$ cat src/rtl/score_scheduler_pkg.sv
// score_pkg: shared BCD digit type, scheduler FSM states and BCD helpers
package score_pkg;
    typedef logic [3:0] bcd_digit_t;
    typedef enum logic [1:0] {IDLE, ADD, COMMIT} state_t;
    localparam bcd_digit_t BCD_MAX_DIGIT = 4'd9;
    function automatic bcd_digit_t bcd_clamp(input bcd_digit_t d);
        return (d > BCD_MAX_DIGIT) ? BCD_MAX_DIGIT : d;
    endfunction
endpackage

$ cat src/rtl/score_scheduler_if.sv
// score_if: requester/score bundle between the point sources and score_scheduler
// Signals: clear (new game), req/pts (per-requester add request + BCD points),
//          ack (grant pulse), score (committed BCD), busy, overflow (sticky)
interface score_if #(parameter int NUM = 4, parameter int DIGITS = 4);
    logic                         clear;
    logic [NUM-1:0]               req;
    logic [NUM-1:0][DIGITS-1:0][3:0] pts;
    logic [NUM-1:0]               ack;
    logic [DIGITS-1:0][3:0]       score;
    logic                         busy;
    logic                         overflow;
    modport master (output clear, req, pts, input ack, score, busy, overflow);
    modport slave  (input clear, req, pts, output ack, score, busy, overflow);
endinterface

$ cat src/rtl/score_scheduler_bcd_digit_add.sv
// bcd_digit_add: single-digit BCD adder with decimal carry in/out
// Ports: a, b (BCD digits), cin -> s (BCD digit), cout (decimal carry)
module bcd_digit_add
    import score_pkg::*;
(
    input  bcd_digit_t a,
    input  bcd_digit_t b,
    input  logic       cin,
    output bcd_digit_t s,
    output logic       cout
);
    logic [4:0] w_sum;
    assign w_sum = {1'b0, a} + {1'b0, b} + {4'b0, cin};
    assign cout  = w_sum > 5'd9;
    // Adding 6 modulo 16 is the same as subtracting 10 on the low nibble
    assign s     = cout ? w_sum[3:0] + 4'd6 : w_sum[3:0];
endmodule

$ cat src/rtl/score_scheduler.sv
// score_scheduler: round-robin arbiter feeding a digit-serial BCD score accumulator
// Ports: clk, resetN (async active-low), bus (score_if.slave: clear, req, pts,
//        ack, score, busy, overflow)
// Option: define SCORE_SAT_EN to saturate the score at all nines instead of wrapping
module score_scheduler
    import score_pkg::*;
#(
    parameter int NUM    = 4,
    parameter int DIGITS = 4
) (
    input logic   clk,
    input logic   resetN,
    score_if.slave bus
);
    localparam int IW = (DIGITS > 1) ? $clog2(DIGITS) : 1;
    localparam int PW = (NUM > 1) ? $clog2(NUM) : 1;
`ifdef SCORE_SAT_EN
    localparam logic [DIGITS-1:0][3:0] NINES = {DIGITS{4'h9}};
`endif
    state_t                 r_state, w_next;
    logic [DIGITS-1:0][3:0] r_work, r_op, r_score;
    logic                   r_carry, r_ovf;
    logic [IW-1:0]          r_idx;
    logic [PW-1:0]          r_rr, w_gidx, w_cand;
    logic                   w_found, w_grant, w_last;
    bcd_digit_t             w_s;
    logic                   w_cout;
    bcd_digit_add u_add (
        .a   (r_work[r_idx]),
        .b   (r_op[r_idx]),
        .cin (r_carry),
        .s   (w_s),
        .cout(w_cout)
    );
    always_comb begin
        w_found = 1'b0;
        w_gidx  = '0;
        w_cand  = '0;
        // Round-robin search starting at r_rr, wrapping at NUM
        for (int i = 0; i < NUM; i++) begin
            w_cand = PW'((int'(r_rr) + i) % NUM);
            if (!w_found && bus.req[w_cand]) begin
                w_found = 1'b1;
                w_gidx  = w_cand;
            end
        end
        // resetN gates the grant so ack stays low throughout reset
        w_grant = resetN && (r_state == IDLE) && !bus.clear && w_found;
        w_last  = r_idx == IW'(DIGITS - 1);
        w_next  = bus.clear ? IDLE :
                  (r_state == IDLE) ? (w_grant ? ADD : IDLE) :
                  (r_state == ADD)  ? (w_last ? COMMIT : ADD) : IDLE;
    end
    assign bus.ack      = w_grant ? (NUM'(1) << w_gidx) : '0;
    assign bus.busy     = r_state != IDLE;
    assign bus.score    = r_score;
    assign bus.overflow = r_ovf;
    always_ff @(posedge clk or negedge resetN) begin
        if (!resetN) r_state <= IDLE;
        else         r_state <= w_next;
    end
    always_ff @(posedge clk or negedge resetN) begin
        if (!resetN) begin
            r_work  <= '0;
            r_op    <= '0;
            r_score <= '0;
            r_carry <= 1'b0;
            r_ovf   <= 1'b0;
            r_idx   <= '0;
            r_rr    <= '0;
        end else if (bus.clear) begin
            r_work  <= '0;
            r_op    <= '0;
            r_score <= '0;
            r_carry <= 1'b0;
            r_ovf   <= 1'b0;
            r_idx   <= '0;
            r_rr    <= '0;
        end else if (w_grant) begin
            for (int d = 0; d < DIGITS; d++) r_op[d] <= bcd_clamp(bus.pts[w_gidx][d]);
            r_carry <= 1'b0;
            r_idx   <= '0;
            r_rr    <= (w_gidx == PW'(NUM - 1)) ? '0 : w_gidx + 1'b1;
        end else if (r_state == ADD) begin
            r_work[r_idx] <= w_s;
            r_carry       <= w_cout;
            r_idx         <= r_idx + 1'b1;
        end else if (r_state == COMMIT) begin
            r_ovf <= r_ovf | r_carry;
`ifdef SCORE_SAT_EN
            // Work is pinned at nines too, so later adds keep saturating
            r_score <= r_carry ? NINES : r_work;
            if (r_carry) r_work <= NINES;
`else
            r_score <= r_work;
`endif
        end
    end
endmodule

$ cat src/flat_wrapper.sv
// flat-port wrapper written by rule: the top's interface ports become plain ports
module score_scheduler_flat import score_pkg::*;
#(
    parameter int NUM    = 4,
    parameter int DIGITS = 4
)
  (clk, resetN, bus_clear, bus_req, bus_pts, bus_ack, bus_score, bus_busy, bus_overflow);
  score_if #(.NUM(NUM), .DIGITS(DIGITS)) bus_i ();
  input logic clk;
  input logic resetN;
  input wire logic [$bits(bus_i.clear)-1:0] bus_clear;
  input wire logic [$bits(bus_i.req)-1:0] bus_req;
  input wire logic [$bits(bus_i.pts)-1:0] bus_pts;
  output wire logic [$bits(bus_i.ack)-1:0] bus_ack;
  output wire logic [$bits(bus_i.score)-1:0] bus_score;
  output wire logic [$bits(bus_i.busy)-1:0] bus_busy;
  output wire logic [$bits(bus_i.overflow)-1:0] bus_overflow;
  assign bus_i.clear = bus_clear;
  assign bus_i.req = bus_req;
  assign bus_i.pts = bus_pts;
  assign bus_ack = bus_i.ack;
  assign bus_score = bus_i.score;
  assign bus_busy = bus_i.busy;
  assign bus_overflow = bus_i.overflow;
  score_scheduler #(.NUM(NUM), .DIGITS(DIGITS)) u_core (.clk(clk), .resetN(resetN), .bus(bus_i));
endmodule
$ cat config.mk
export PLATFORM = sky130hd
export DESIGN_NAME = score_scheduler_flat
export DESIGN_NICKNAME = d
export VERILOG_FILES = /design/src/rtl/score_scheduler_pkg.sv /design/src/rtl/score_scheduler_if.sv /design/src/rtl/score_scheduler_bcd_digit_add.sv /design/src/rtl/score_scheduler.sv /design/src/flat_wrapper.sv
export SDC_FILE = /design/constraint.sdc
export NUM_CORES = 1
export LEC_CHECK = 0
export CAP_MARGIN = 15
export CELL_PAD_IN_SITES_DETAIL_PLACEMENT = 0
export CELL_PAD_IN_SITES_GLOBAL_PLACEMENT = 2
export CORE_ASPECT_RATIO = 1.5
export CORE_UTILIZATION = 28
export CTS_BUF_LIST = sky130_fd_sc_hd__clkbuf_8
export CTS_CLUSTER_DIAMETER = 60
export DETAILED_ROUTE_END_ITERATION = 8
export GPL_TIMING_DRIVEN = 0
export HOLD_SLACK_MARGIN = 0.08
export PLACE_DENSITY_LB_ADDON = 0.08
export SLEW_MARGIN = 15
export SYNTH_ARGS = -nofsm -noshare
export SYNTH_HDL_FRONTEND = slang
export SYNTH_SLANG_ARGS = --single-unit
$ cat constraint.sdc
create_clock -name clk -period 4.4 [get_ports clk]
set_input_delay 0.66 -clock clk [delete_from_list [all_inputs] [get_ports clk]]
set_output_delay 0.66 -clock clk [all_outputs]
set_load 0.03 [all_outputs]
==> qor.yml <==
outcome:
  status: "complete, no violations"
critical_path:
  critical_path_class: "flop to flop"
  worstReg2RegEnd: "u_core.r_work[15]"
  cpLargestDelayFamily: "adder cells"
  arrival_ns: 4.37
  crit_required_ns: 4.58
  worstSetupStartpointType: "flop"
  critPathBufInv: 3
  rrSetupSlack_ns: 0.21
  crit_fanout: 10
  r2r_start: "u_core.r_idx[0]"
  setup.worst_path.end_class: "flop"
  max_stage_delay_ns: 0.67
  crit_chain: "clkbuf_4, mux4_2, fa_1, fa_2, clkbuf_2, inv_1, ha_1, mux2_2, and2_1, o31ai_2, a211oi_1"
  cp_slowest_cell: "fa_2"
  r2r_cells: 11
sta:
  worstMarginPinSlew_ns: 0.766
  finalMaxSlewViolations: 0
  finalSetupTns_ns: 0
  finalCriticalPeriod_ns: 4.19
  hold_viol: 0
  fmax_ghz: 0.239
  fin_crit_sh_pct: 95.2
  fin_ws_ns: 0.211
  fin_skew_ns: 0.0116
  setup_viol: 0
  slew_headroom_pct: 48.6
  rsz0062_at_grt: "false"
synthesis:
  synthesis.area_sq_um: 3630
  synthTopCellsByArea: "dfrtp_1, mux4_2, and3_1, ha_1, a22o_1"
  ys_seq_elements: 56
  yosys_warnings: 0
  syn_nets: 449
  synth-main-ff-cell: "dfrtp_1"
  syn_avg_cell_area_sq_um: 9.99
  yosys.area.top_type: "dfrtp_1"
  synth_edf_count: 0
  synth_top_area_share_pct: 38.6
  synth-seq-area-share_pct: 38.6
  synthCells: 364
  async_flop_share_pct: 100
  synthDistinctLibCells: 55
final_layout:
  n_antenna_cell: 0
  area_growth_pct: 34.0
  final_common_cell: "clkdlybuf4s50_1"
  seq_area_sq_um: 1400
  fillers: 1274
  fin_area_sq_um: 4870
  drive_above_1_share_pct: 11.7
  final_nets: 546
  layout_common_cells: "clkdlybuf4s50_1, dfrtp_1, and3_1"
  multiInputGateArea_sq_um: 2080
clock_network:
  cts_tree: "yes"
  clkTransAtPathRegs_ns: 0.11
  cts_made_buffers: 5
  holdBufCountCts: 0
  clock-sinks: 56
  cts_max_path_buffers: 2
  h-tree-depth: 2
  post-cts-setup-buffer-count: 0
  cts-root-buf: "clkbuf_8"
  clock_latency_ns: 0.33
power:
  irDropWorstVdd_mv: 0.132
  leakage_nw: 2.05
  p_per_area_nw_per_um2: 302
detailed_routing:
  totalWireLength_mm: 11.5
  ant_nets: 0
  first_pass_iters: 4
  routed_via_density: 5.25
  dr_total_vias: 3246
  routedWlPerCell_um: 18.6
  drc: 0
  drt_iter0_drc: 94
global_route:
  track_usage_pct: 18.2
  grt_max_degree: 58
  grt_pass1_vias: 3306
  antenna_found_initial: 0
  grt-ovfl-total: 0
  grt_pass1_wl_mm: 18.4
placed_design:
  hpwlAfterDp_mm: 9.13
  dpl-instance-area_sq_um: 4740
  place.gp.congestion: 0.784
  dp_slack_ns: -0.779
  io_buffers: 91
floorplan:
  die_w_um: 95.0
  dieArea_sq_um: 13400
  coreArea_sq_um: 12600
  row_count: 50
  pin_count: 93
  die_h_um: 142
  initial_core_util_pct: 28.9
job:
  maxCapViolations: 0
min_path:
  hold_path.class: "input port to asynchronous set/reset pin"
[per-layer routing]
| metal | global-route usage, % | part of all wire (%) | vias up |
|---|---|---|---|
| met5 | 0 | 0 | - |
| met4 | 5.90 | 2.0 | 0 |
| met3 | 2.25 | 3.3 | 11 |
| met2 | 34.2 | 55 | 88 |
| met1 | 20.6 | 39 | 1546 |
| li1 | - | - | 1601 |
[how the worst max path moves through the flow]
stage | from | endpoint | slack (ns) | cells after the start
2_1_floorplan | u_core.r_idx[0] | u_core.r_work[11] | 0.12 | 12
3_3_place_gp | resetN | bus_ack[1] | -1.27 | 6
3_5_place_dp | u_core.r_idx[0] | u_core.r_work[2] | -0.78 | 12
4_1_cts | u_core.r_idx[0] | u_core.r_work[15] | 0.007 | 12
5_1_grt | u_core.r_idx[0] | u_core.r_work[15] | 0.06 | 11
6_report | u_core.r_idx[0] | u_core.r_work[15] | 0.21 | 11
[worst reg2reg max path: cells and delay by family (launching register included)]
kind / cells / cell delay [ns]
adders and majority gates: 3 / 1.42
DFF: 1 / 0.39
and+or+nand+nor: 1 / 0.25
muxes: 2 / 0.91
buffers and inverters: 3 / 0.61
AOI/OAI and AO/OA: 2 / 0.48
[final cells by class]
class / instances / area share [%]
clock inverter: 3 / 0.873
inverter: 10 / 0.822
clock buffer: 5 / 1.41
sequential: 56 / 28.8
multi-input combinational: 269 / 42.6
buffer: 28 / 2.85
tap: 156 / 4.01
timing repair buffer: 91 / 18.6
[registers in the layout, indices dropped and copies added, names as in the netlist]
register,cells
u_core.bus.overflow,1
u_core.bus.score,16
u_core.r_carry,1
u_core.r_idx,2
u_core.r_op,16
u_core.r_rr,2
u_core.r_state,2
u_core.r_work,16
[what timing repair did]
action                     CTS  global route
setup endpoints to repair   13             9
cloned                       0             0
gates resized for setup      7             1
[synth_stat cells, drive strengths merged, types with 9 or more instances]
cell	count
nor2	11
dfrtp	56
and3	28
a21oi	21
ha	12
a211oi	25
o21ai	17
nand3	24
o41ai	9
and2	9
clkbuf	20
a22o	16
inv	10
buf	9
nand2	23
[logic make-up (layout without fill, tap and decap cells)]
| group | after synthesis | after routing | share of synthesized area (%) |
|---|---|---|---|
| compound gates | 127 | 127 | 27.5 |
| simple gates | 110 | 110 | 16.2 |
| flops | 56 | 56 | 38.6 |
| buf+inv | 39 | 137 | 4.85 |
| mux | 15 | 15 | 6.92 |
| fa+ha+maj | 14 | 14 | 5.23 |
| xor+xnor | 3 | 3 | 0.723 |
[where the power goes]
part           switching, mW  internal, mW  leakage, nW  total (mW)
clock                  0.181         0.169       0.0541       0.350
combinational          0.326         0.228         1.23       0.554
sequential            0.0219         0.546        0.769       0.568
[metrics by stage]
step	hold WS, ns	utilization (%)	cells	power, mW
final	0.377	38.7	618	1.47
after global routing	0.436	38.7	618	1.56
after CTS	0.405	38.7	619	1.49
after detailed placement	0.491	37.7	611	1.13
after global placement	0.485	37.7	611	1.13
after floorplan	0.364	-	364	0.920
No activity file was read; power rests on OpenSTA's default activity.
